<file path="config.mk">
export PLATFORM = sky130hd
export DESIGN_NAME = btn_cond
export DESIGN_NICKNAME = d
export VERILOG_FILES = /design/src/rtl/btn_pkg.sv /design/src/rtl/btn_debounce_ch.sv /design/src/rtl/btn_cond.sv
export SDC_FILE = /design/constraint.sdc
export NUM_CORES = 1
export LEC_CHECK = 0
export CELL_PAD_IN_SITES_DETAIL_PLACEMENT = 0
export CELL_PAD_IN_SITES_GLOBAL_PLACEMENT = 1
export CORE_AREA = 2 2 87 72
export DETAILED_ROUTE_END_ITERATION = 8
export DIE_AREA = 0 0 89 74
export PLACE_DENSITY_LB_ADDON = 0.1
export SYNTH_ARGS = -nofsm -noshare
export SYNTH_HDL_FRONTEND = slang
export SYNTH_SLANG_ARGS = --single-unit
</file>
<file path="constraint.sdc">
create_clock -name clk -period 5.61 [get_ports clk]
set_clock_uncertainty 0.15 [all_clocks]
set_input_delay 1.683 -clock clk [delete_from_list [all_inputs] [get_ports clk]]
set_output_delay 1.683 -clock clk [all_outputs]
set_load 0.05 [all_outputs]
</file>
<file path="src/rtl/btn_pkg.sv">
// Shared definitions for the push-button conditioner: state encoding and
// per-board default timing constants.
package btn_pkg;

  typedef enum logic [1:0] {
    S_UP      = 2'd0,
    S_DN_PEND = 2'd1,
    S_DOWN    = 2'd2,
    S_UP_PEND = 2'd3
  } btn_state_e;

  // 10 ms debounce and 2 s long-press at each board clock
  localparam int unsigned DEBOUNCE_CYCLES_125M = 1_250_000;
  localparam int unsigned DEBOUNCE_CYCLES_100M = 1_000_000;
  localparam int unsigned LONG_CYCLES_125M     = 250_000_000;
  localparam int unsigned LONG_CYCLES_100M     = 200_000_000;

endpackage : btn_pkg

</file>
<file path="src/rtl/btn_debounce_ch.sv">
// One button channel: 2-flop synchroniser, debounce FSM, registered
// level/press/release outputs and, with BTN_LONG_PRESS_EN defined, the
// hold counter driving btn_long.
module btn_debounce_ch
  import btn_pkg::*;
#(
  parameter int unsigned DEBOUNCE_CYCLES = DEBOUNCE_CYCLES_125M,
  parameter int unsigned DB_W            = 21,
  parameter int unsigned LONG_CYCLES     = LONG_CYCLES_125M,
  parameter int unsigned LONG_W          = 28
) (
  input  logic clk,
  input  logic reset,
  input  logic btn_raw,
  output logic btn_level,
  output logic btn_press,
  output logic btn_release,
  output logic btn_long
);

  localparam logic [DB_W-1:0] CNT_LAST = DB_W'(DEBOUNCE_CYCLES - 1);

  logic            sync1, sync2;
  btn_state_e      state, state_d;
  logic [DB_W-1:0] cnt, cnt_d;
  logic            press_d, release_d, level_d;

  // Bring the asynchronous pin into the clk domain
  always_ff @(posedge clk) begin
    if (reset) begin
      sync1 <= 1'b0;
      sync2 <= 1'b0;
    end else begin
      sync1 <= btn_raw;
      sync2 <= sync1;
    end
  end

  // FSM state, debounce counter and registered outputs
  always_ff @(posedge clk) begin
    if (reset) begin
      state       <= S_UP;
      cnt         <= '0;
      btn_level   <= 1'b0;
      btn_press   <= 1'b0;
      btn_release <= 1'b0;
    end else begin
      state       <= state_d;
      cnt         <= cnt_d;
      btn_level   <= level_d;
      btn_press   <= press_d;
      btn_release <= release_d;
    end
  end

  // Next state: a level change is accepted only after it holds long enough
  always_comb begin
    state_d   = state;
    cnt_d     = cnt;
    press_d   = 1'b0;
    release_d = 1'b0;
    case (state)
      S_UP: begin
        if (sync2) begin
          state_d = S_DN_PEND;
          cnt_d   = '0;
        end
      end
      S_DN_PEND: begin
        if (!sync2) begin
          state_d = S_UP;
        end else if (cnt == CNT_LAST) begin
          state_d = S_DOWN;
          press_d = 1'b1;
        end else begin
          cnt_d = cnt + DB_W'(1);
        end
      end
      S_DOWN: begin
        if (!sync2) begin
          state_d = S_UP_PEND;
          cnt_d   = '0;
        end
      end
      S_UP_PEND: begin
        if (sync2) begin
          state_d = S_DOWN;
        end else if (cnt == CNT_LAST) begin
          state_d   = S_UP;
          release_d = 1'b1;
        end else begin
          cnt_d = cnt + DB_W'(1);
        end
      end
      default: state_d = S_UP;
    endcase
    level_d = (state_d == S_DOWN) || (state_d == S_UP_PEND);
  end

`ifdef BTN_LONG_PRESS_EN
  localparam logic [LONG_W-1:0] HOLD_LAST = LONG_W'(LONG_CYCLES - 1);

  logic [LONG_W-1:0] hold_cnt;
  logic              long_done;
  logic              held;
  logic              long_d;

  assign held   = (state == S_DOWN) || (state == S_UP_PEND);
  // Fire once per press; a pulse colliding with the release is dropped
  assign long_d = held && (hold_cnt == HOLD_LAST) && !long_done && !release_d;

  // Hold counter: cleared on press, saturates, survives bounces
  always_ff @(posedge clk) begin
    if (reset) begin
      hold_cnt  <= '0;
      long_done <= 1'b0;
      btn_long  <= 1'b0;
    end else begin
      btn_long <= long_d;
      if (press_d) begin
        hold_cnt  <= '0;
        long_done <= 1'b0;
      end else begin
        if (held && (hold_cnt != HOLD_LAST)) hold_cnt <= hold_cnt + LONG_W'(1);
        if (long_d) long_done <= 1'b1;
      end
    end
  end
`else
  logic unused_long_cfg;
  assign unused_long_cfg = ^{LONG_CYCLES, LONG_W};
  assign btn_long        = 1'b0;
`endif

endmodule : btn_debounce_ch

</file>
<file path="src/rtl/btn_cond.sv">
// Push-button conditioner: N_BTN independent debounce channels.
// Optional long-press pulse enabled by defining BTN_LONG_PRESS_EN.
module btn_cond
  import btn_pkg::*;
#(
  parameter int unsigned N_BTN           = 2,
  parameter int unsigned DEBOUNCE_CYCLES = DEBOUNCE_CYCLES_125M,
  parameter int unsigned DB_W            = 21,
  parameter int unsigned LONG_CYCLES     = LONG_CYCLES_125M,
  parameter int unsigned LONG_W          = 28
) (
  input  logic             clk,
  input  logic             reset,
  input  logic [N_BTN-1:0] btn_raw,
  output logic [N_BTN-1:0] btn_level,
  output logic [N_BTN-1:0] btn_press,
  output logic [N_BTN-1:0] btn_release,
  output logic [N_BTN-1:0] btn_long
);

  // One identical conditioner per button
  for (genvar i = 0; i < N_BTN; i++) begin : g_ch
    btn_debounce_ch #(
      .DEBOUNCE_CYCLES (DEBOUNCE_CYCLES),
      .DB_W            (DB_W),
      .LONG_CYCLES     (LONG_CYCLES),
      .LONG_W          (LONG_W)
    ) u_ch (
      .clk         (clk),
      .reset       (reset),
      .btn_raw     (btn_raw[i]),
      .btn_level   (btn_level[i]),
      .btn_press   (btn_press[i]),
      .btn_release (btn_release[i]),
      .btn_long    (btn_long[i])
    );
  end

endmodule : btn_cond

</file>
* After elaboration in Yosys (flattened, before gate mapping)
Cells that the tools add are included.
Word-level totals: bits in registers 56, input port bits 4, logic and storage cells 80
Cells by class: add/sub/neg operators 2, equality and inequality tests 20, mux-type cells 28, bitwise operators 6, reduce and logical (&&, ||, !) cells 10
Operators by type and width (count):
- $mux 21 | 10
- $pmux 21 s4 | 2
- $add 21x1->21 const B | 2
- $eq 21x21->1 const B | 2
- $mux 2 | 12
- $eq 2x2->1 const B | 8
- $pmux 2 s4 | 2
- $reduce_or 3->1 | 4
- $ne 2x1->1 const B | 4
- $ne 2x2->1 const B | 4
- $reduce_and 4->1 | 2
- $not 1->1 | 6
- $eq 2x1->1 const B | 2
- $logic_not 2->1 | 2
- $logic_or 1x1->1 | 2
- $mux 1 | 2

* Depth between registers and ports, before layout
Gate-level depths: netlist (run 1).
word-level depth 6, mapped depth 8, gate-level depth less buffers 6

* Hierarchy
A second synthesis (run 1) with hierarchy kept.
Unflattened totals: cell total of the unflattened synthesis 308, area, all modules 2760.1 um^2
Modules (own cells, without submodules):
- btn_debounce_ch | instances 2, cells an instance 154, area an instance 1380.1 um^2

* Least setup slack after synthesis (run 1)
OpenSTA, ideal clock, no wires.
kind input to register, from input port reset, to register g_ch[0].u_ch.cnt[11], library setup time 0.059 ns, arrival time 2.644 ns, setup slack 2.756 ns, stages 4, path through or2_2 clkbuf_1 or4_1 nand2_1
RTL lines:
- start, declared | RTL line btn_cond.sv:13 | input logic reset,
- end signal, assigned | RTL line btn_debounce_ch.sv:49 | cnt <= cnt_d;
- end, declared | RTL line btn_debounce_ch.sv:25 | logic [DB_W-1:0] cnt, cnt_d;

* Worst setup path in the final report (run 1)
from register g_ch[0].u_ch.btn_release, to output port btn_release[0]
RTL lines:
- start, declared | RTL line btn_debounce_ch.sv:17 | output logic btn_release,
- start signal, assigned | RTL line btn_debounce_ch.sv:52 | btn_release <= release_d;
- end, declared | RTL line btn_cond.sv:17 | output logic [N_BTN-1:0] btn_release,
No word-level cell between the ends.

==> key figures, run 1 <==
Place
  • Buffers on Ports: 9
  • Placed inst area: 2810 sq um
  • Placed Cells: 391
  • Global placement routability congestion: 0.779
  • DP Wirelength: 4160 microns

Timing
  • Final Cycle Share: 58.2%
  • Final setup viols: 0
  • Slew headroom: 41.4%
  • TNS Setup: 0 ns
  • Worst slew pin tran: 0.878 ns
  • Slew Viols, Final: 0
  • Worst hold slack: 0.295 ns
  • RSZ-0062 raised after global routing: false
  • Minimum clock period: 3.26 ns
  • Final Hold Viols: 0
  • Max Clock Freq: 306 MHz

Floorplanning
  • Die X: 89 microns
  • Row cnt: 25
  • Die height: 74 microns
  • # IOs: 12
  • Die area: 6590 sq um
  • Initial core utilization: 47.6%
  • Core area: 5760 sq um

Critical path
  • Crit Path Class: reg -> out
  • Crit-path max cell delay: 0.80 ns
  • Levels on crit path: 1
  • Critical Path RT: 3.78 ns
  • Crit path max fanout: 1
  • Startpoint Class: flip-flop
  • Setup slack, reg-to-reg: 3.05 ns
  • Critical path's top delay family: buffers and inverters
  • Crit path cell chain: clkdlybuf4s50_1
  • Setup crit end: btn_release[0]
  • Crit path launch: g_ch[0].u_ch.btn_release$_SDFF_PP0_
  • CP max-delay cell: clkdlybuf4s50_1
  • Reg2reg end: g_ch[1].u_ch.cnt[9]$_SDFFE_PP0P_
  • Arr. time, crit path: 1.43 ns
  • CP Buf/Inv Count: 1
  • Reg2reg start: g_ch[1].u_ch.cnt[1]$_SDFFE_PP0P_
  • Register-to-Register Path Depth: 6
  • CP Capture Type: primary output

Final layout
  • Layout area overhead: 6.58%
  • Share of cells above drive strength 1: 7.55%
  • Most frequent cells in the layout: dfxtp_1 (56), nor2_1 (31), a21oi_1 (26)
  • Final instance area: 2920 sq um
  • Diode count: 0
  • Final core occ: 50.7%
  • Final non-filler cell total: 399
  • Most common cell after layout, fill and taps aside: dfxtp_1
  • Final #Nets: 323

Clocking
  • Clock sinks: 56
  • Deepest clock path buffer count: 2
  • Num CTS Buffers: 5
  • CTS tree: yes
  • Post-CTS Hold Fix Bufs: 0
  • Clk Latency, worst-skew pair: 0.31 ns
  • CTS H-tree depth: 2
  • Cts repair resizes: 0
  • Clock root buffer master: clkbuf_8
  • Setup repair bufs after CTS: 0
  • CTS clk-pin slew, worst paths: 0.10 ns

Run
  • Maxcap violations: 0

Global routing
  • Initial antenna violation count: 0
  • Total GRT Usage: 20.1%
  • First-pass GRT wire length: 10,200 microns
  • Vias in the first global route: 1,929
  • Largest net degree at the start of global routing: 40
  • Global route total overflow: 0

Outcome
  • Outcome: completed

Synth
  • Synth Register Bits: 56
  • Mapped Cells: 321
  • Distinct cell type count of the synthesized netlist: 54
  • Syn. warnings: 0
  • Syn_area_per_cell: 8.53 sq um
  • Sequential area share after synthesis: 41.0%
  • Synthesized area: 2740 sq um

Power
  • P_leak: 0.959 nW
  • P per Cell Area: 237 nW/um^2
  • Peak VDD IR: 0.000179 V

Drt
  • Pre-antenna DRT Iters: 4
  • DRT iter0 DRCs: 188
  • WL final: 6140 microns
  • Post-route DRC: 0
  • DR vias: 2,309
  • Via density per instance: 5.79
  • Drt wl/cell: 15.4 microns
  • Final ANT Viol Nets: 0

Hold path
  • Hold depth: 1
  • Worst hold path type: reg -> reg
-- report_power, final --
group | switching, mW | total [mW] | internal, mW
logic | 0.0183 | 0.0247 | 0.00644
registers | 0.00197 | 0.401 | 0.399
clock network | 0.132 | 0.265 | 0.133
total | 0.153 | 0.691 | 0.538
-- final cells by class --
cell class | count | area (sq um)
clock buffers | 6 | 72.6
clock inverters | 2 | 35.0
fillers | 581 | 2840
inverters | 5 | 18.8
multi-input cells | 239 | 1470
flip-flops and latches | 56 | 1120
well taps | 81 | 101
repair buffers | 10 | 97.6
-- worst register-to-register path, delay by kind of cell, from the launching register on --
| family | cells | cell delay (ns) |
|---|---|---|
| AOI/OAI and AO/OA | 3 | 0.93 |
| adders and majority gates | 1 | 0.24 |
| DFF | 1 | 0.42 |
| and+or+nand+nor | 2 | 0.76 |
-- sequential cells by signal (all words and copies together), names as in the netlist --
signal                 cells
g_ch.u_ch.sync1            2
g_ch.u_ch.sync2            2
g_ch.u_ch.state            4
g_ch.u_ch.btn_level        2
g_ch.u_ch.btn_press        2
g_ch.u_ch.btn_release      2
g_ch.u_ch.cnt             42
-- worst min-delay path by stage --
stage	endpoint	from
2_1_floorplan	g_ch[0].u_ch.sync2$_SDFF_PP0_	g_ch[0].u_ch.sync1$_SDFF_PP0_
3_3_place_gp	g_ch[0].u_ch.sync2$_SDFF_PP0_	g_ch[0].u_ch.sync1$_SDFF_PP0_
3_5_place_dp	g_ch[0].u_ch.sync2$_SDFF_PP0_	g_ch[0].u_ch.sync1$_SDFF_PP0_
4_1_cts	g_ch[0].u_ch.sync2$_SDFF_PP0_	g_ch[0].u_ch.sync1$_SDFF_PP0_
5_1_grt	g_ch[1].u_ch.sync2$_SDFF_PP0_	g_ch[1].u_ch.sync1$_SDFF_PP0_
6_report	g_ch[0].u_ch.sync2$_SDFF_PP0_	g_ch[0].u_ch.sync1$_SDFF_PP0_
-- per-stage QoR --
step / setup slack, ns / power [mW]
4_1_cts: 2.33 / 0.699
5_1_grt: 2.30 / 0.714
3_5_place_dp: 2.15 / 0.435
6_report: 2.35 / 0.691
2_1_floorplan: 2.76 / 0.430
3_3_place_gp: 2.21 / 0.435
-- synthesized netlist by cell type, drive strengths merged --
cell type / instances / area share, %
or2: 3 / 0.69
nand2b: 4 / 0.91
nand4b: 2 / 0.87
nor4b: 4 / 1.8
clkbuf: 8 / 1.1
dfxtp: 56 / 41
or3: 10 / 2.3
nand3: 16 / 2.9
ha: 2 / 0.91
nor4bb: 3 / 1.1
nor2b: 5 / 1.1
o21bai: 1 / 0.27
and2: 1 / 0.23
or4: 16 / 4.5
nor4: 3 / 0.91
o211ai: 7 / 2.1
a21o: 1 / 0.27
nand4: 14 / 3.2
o21ai: 19 / 3.7
o41ai: 1 / 0.32
buf: 14 / 3.7
xnor2: 2 / 0.64
nor3: 3 / 0.73
o32ai: 1 / 0.32
nor2: 31 / 4.3
nand2: 25 / 3.4
or3b: 2 / 0.64
mux2i: 1 / 0.37
and4: 1 / 0.32
a31oi: 2 / 0.46
inv: 4 / 0.55
a21oi: 26 / 4.8
a41oi: 1 / 0.32
and3: 6 / 1.4
xor2: 13 / 4.2
or4b: 3 / 1.2
clkinv: 1 / 0.14
nor3b: 2 / 0.55
nand3b: 1 / 0.27
o31ai: 5 / 1.4
conb: 1 / 0.14
-- logic make-up (layout without fill, tap and decap cells) --
| kind of cell | Yosys count | in the layout | share of synthesized area [%] |
|---|---|---|---|
| XOR/XNOR | 15 | 15 | 4.80 |
| multiplexers | 1 | 1 | 0.366 |
| adder cells (fa/ha/maj) | 2 | 2 | 0.914 |
| AO/OA/AOI/OAI | 64 | 64 | 13.9 |
| buffers and inverters | 27 | 23 | 5.44 |
| other | 1 | 2 | 0.137 |
| flip-flops | 56 | 56 | 41.0 |
| AND/OR/NAND/NOR | 155 | 155 | 33.5 |
-- per-layer routing --
metal / routed length, microns / track usage [%]
met1: 3420 / 34.2
met2: 2350 / 25.6
met3: 333 / 3.88
met4: 28 / 3.48
met5: 0 / 0
Power figures use the tool's default switching activity.
==> run 2, diff against run 1 <==
--- a/config.mk
+++ b/config.mk
@@ -7,9 +7,9 @@
 export LEC_CHECK = 0
 export CELL_PAD_IN_SITES_DETAIL_PLACEMENT = 0
 export CELL_PAD_IN_SITES_GLOBAL_PLACEMENT = 1
-export CORE_AREA = 2 2 87 72
+export CORE_AREA = 2 2 95 79
 export DETAILED_ROUTE_END_ITERATION = 8
-export DIE_AREA = 0 0 89 74
+export DIE_AREA = 0 0 97 81
 export PLACE_DENSITY_LB_ADDON = 0.1
 export SYNTH_ARGS = -nofsm -noshare
 export SYNTH_HDL_FRONTEND = slang
==> constraint.sdc (replaced) <==
create_clock -name clk -period 2.7 [get_ports clk]
set_clock_uncertainty 0.15 [all_clocks]
set_input_delay 0.81 -clock clk [delete_from_list [all_inputs] [get_ports clk]]
set_output_delay 0.81 -clock clk [all_outputs]
set_load 0.05 [all_outputs]
==> run 2 against run 1 <==
Against the previous run:
- total power up 110%
- flip-flop and latch count unchanged
- register-to-register slack worse by 2.8 ns
- wire length up 6.2%
- die area up 19%
- cell area up 3.8%
- sequential share of layout area down 1.4 points
- non-clock buffer count up 10
- clock power up 110%
- via count up 0.52%
- global-route usage down 3.0 points
- final cell count up 4.8%
- largest cell class unchanged
==> key figures, run 2 (synthesized netlist as in run 1, its figures left out) <==
Outcome
  • Outcome: completed

Critical path
  • Arr. time, crit path: 2.52 ns (+1.09 ns)
  • Crit path cell chain: ha_1 -> nand4b_2 -> buf_4 -> or4b_1 -> or4_1 -> nor3b_1
  • CP max-delay cell: or4_1
  • Crit-path max cell delay: 0.51 ns (-0.29 ns)
  • Setup slack, reg-to-reg: 0.25 ns (-2.80 ns)
  • Reg2reg end: g_ch[1].u_ch.btn_release$_SDFF_PP0_
  • Crit path max fanout: 5 (+4)
  • Critical Path RT: 2.77 ns (-1.01 ns)
  • CP Capture Type: flip-flop
  • Reg2reg start: g_ch[1].u_ch.cnt[0]$_SDFFE_PP0P_
  • Crit Path Class: reg -> reg
  • Register-to-Register Path Depth: 6 (unchanged)
  • Startpoint Class: flip-flop

Hold path
  • Hold wc startpoint: g_ch[1].u_ch.sync1$_SDFF_PP0_
  • Hold depth: 1 (unchanged)
  • Hold endpoint: g_ch[1].u_ch.sync2$_SDFF_PP0_
  • Worst hold path type: reg -> reg

Power
  • P_leak: 1.02 nW (+6.2%)
  • Total Power: 1.45 mW (+110%)
  • P per Cell Area: 479 nW/um^2 (+100%)
  • Peak VDD IR: 0.000251 V (+41%)

Run
  • Maxcap violations: 0 (unchanged)

Floorplanning
  • Die height: 81 microns (+9.5%)
  • Die X: 97 microns (+9.0%)
  • Die area: 7860 sq um (+19%)
  • Core area: 7040 sq um (+22%)
  • Row cnt: 28 (+12%)
  • Initial core utilization: 38.9% (-8.7 points)
  • # IOs: 12 (unchanged)

Place
  • DP Wirelength: 4580 microns (+10%)
  • Pre-CTS WS: 0.144 ns (-2.00 ns)
  • Global placement routability congestion: 0.759 (-2.5%)
  • Buffers on Ports: 9 (unchanged)
  • Placed inst area: 2920 sq um (+4.0%)

Timing
  • Setup ws final: 0.251 ns (-2.10 ns)
  • RSZ-0062 raised after global routing: false
  • Slew Viols, Final: 0 (unchanged)
  • Minimum clock period: 2.45 ns
  • Max Clock Freq: 408 MHz
  • Final setup viols: 0 (unchanged)
  • TNS Setup: 0 ns (unchanged)
  • Final Cycle Share: 90.7%
  • Slew headroom: 60.5% (+19 points)
  • Worst slew pin tran: 0.591 ns (-0.287 ns)
  • Final Hold Viols: 0 (unchanged)

Clocking
  • CTS tree: yes
  • Clock root buffer master: clkbuf_8
  • CTS H-tree depth: 2 (unchanged)
  • Post-CTS Hold Fix Bufs: 0 (unchanged)
  • Clk Latency, worst-skew pair: 0.31 ns (about the same)
  • Setup repair bufs after CTS: 0 (unchanged)
  • Num CTS Buffers: 5 (unchanged)
  • CTS clk-pin slew, worst paths: 0.10 ns (about the same)
  • Deepest clock path buffer count: 2 (unchanged)
  • Cts repair resizes: 0 (unchanged)
  • Clock sinks: 56 (unchanged)

Final layout
  • Most common cell after layout, fill and taps aside: dfxtp_1
  • Top reg by flops: g_ch.u_ch.cnt
  • Footprint of the multi-input gates: 1470 sq um (unchanged)
  • Layout area overhead: 10.6%
  • Share of cells above drive strength 1: 10.4% (+2.8 points)
  • Final #Nets: 333 (+3.1%)
  • Final instance area: 3030 sq um (+3.8%)
  • Registers with the most flip-flops: g_ch.u_ch.cnt (42), g_ch.u_ch.state (4)
  • Most frequent cells in the layout: dfxtp_1 (56), nor2_1 (31), a21oi_1 (26)
  • Seq. cell area: 1120 sq um (unchanged)
  • Fillcell total: 707 (+22%)
  • Diode count: 0 (unchanged)
  • Largest register FFs: 42 (unchanged)
  • Final core occ: 43.0% (-7.7 points)

Global routing
  • Initial antenna violation count: 0 (unchanged)
  • Largest net degree at the start of global routing: 40 (unchanged)
  • Total GRT Usage: 17.1% (-3.0 points)
  • Vias in the first global route: 1,981 (+2.7%)
  • First-pass GRT wire length: 10,800 microns (+5.8%)
  • Global route total overflow: 0 (unchanged)

Drt
  • Final ANT Viol Nets: 0 (unchanged)
  • Drt wl/cell: 15.6 microns (+1.4%)
  • DRT iter0 DRCs: 143 (-24%)
  • Post-route DRC: 0 (unchanged)
  • WL final: 6520 microns (+6.2%)
  • Pre-antenna DRT Iters: 5 (+1)
  • DR vias: 2,321 (+0.52%)
  • Via density per instance: 5.55 (-4.0%)
## run 2: changes by cell type in the layout (fill, tap and decap cells not counted)
| cell | before | now |
|---|---|---|
| buf_4 | 1 | 9 |
| buf_12 | 0 | 2 |
## run 2: routing by layer
layer / track usage [%] / share of wire, % / vias up
li1: - / - / 1185
met1: 29.1 / 59 / 1080
met2: 20.9 / 36 / 48
met3: 3.18 / 3.8 / 8
met4: 3.80 / 1.0 / 0
met5: 0 / 0 / -
## run 2: worst max path at each step
| stage | from | end | slack, ns | depth (start not counted) |
|---|---|---|---|---|
| 5_1_grt | g_ch[1].u_ch.cnt[0]$_SDFFE_PP0P_ | g_ch[1].u_ch.cnt[13]$_SDFFE_PP0P_ | 0.15 | 6 |
| 2_1_floorplan | g_ch[1].u_ch.cnt[0]$_SDFFE_PP0P_ | g_ch[1].u_ch.cnt[15]$_SDFFE_PP0P_ | 0.64 | 7 |
| 6_report | g_ch[1].u_ch.cnt[0]$_SDFFE_PP0P_ | g_ch[1].u_ch.btn_release$_SDFF_PP0_ | 0.25 | 6 |
| 3_5_place_dp | reset | g_ch[0].u_ch.cnt[7]$_SDFFE_PP0P_ | 0.14 | 4 |
| 3_3_place_gp | reset | g_ch[0].u_ch.cnt[11]$_SDFFE_PP0P_ | 0.16 | 4 |
| 4_1_cts | g_ch[1].u_ch.cnt[0]$_SDFFE_PP0P_ | g_ch[1].u_ch.btn_release$_SDFF_PP0_ | 0.26 | 6 |
## run 2: cell type report
cell class / instances / area share [%]
repair buffers: 20 / 6.53
multi-input cells: 239 / 48.6
flip-flops and latches: 56 / 37.0
clock inverters: 2 / 1.16
inverters: 5 / 0.620
clock buffers: 6 / 2.40
well taps: 90 / 3.72
## run 2: metrics by stage
stage,hold slack (ns),std cells
finish,0.301,418
detailed placement,0.279,410
floorplan,0.264,322
CTS,0.308,418
global placement,0.269,410
global route,0.318,418
## run 2: critical path, delay by kind of cell, from the launching register on
kind,cells,cell delay [ns]
AND/OR/NAND/NOR,4,1.39
flip-flops,1,0.42
adder cells (fa/ha/maj),1,0.23
buffers and inverters,1,0.17
## run 2: report_power, final
| part | internal (mW) | switching (mW) | total [mW] |
|---|---|---|---|
| registers | 0.829 | 0.00335 | 0.833 |
| clock network | 0.276 | 0.282 | 0.559 |
| logic | 0.0200 | 0.0407 | 0.0607 |
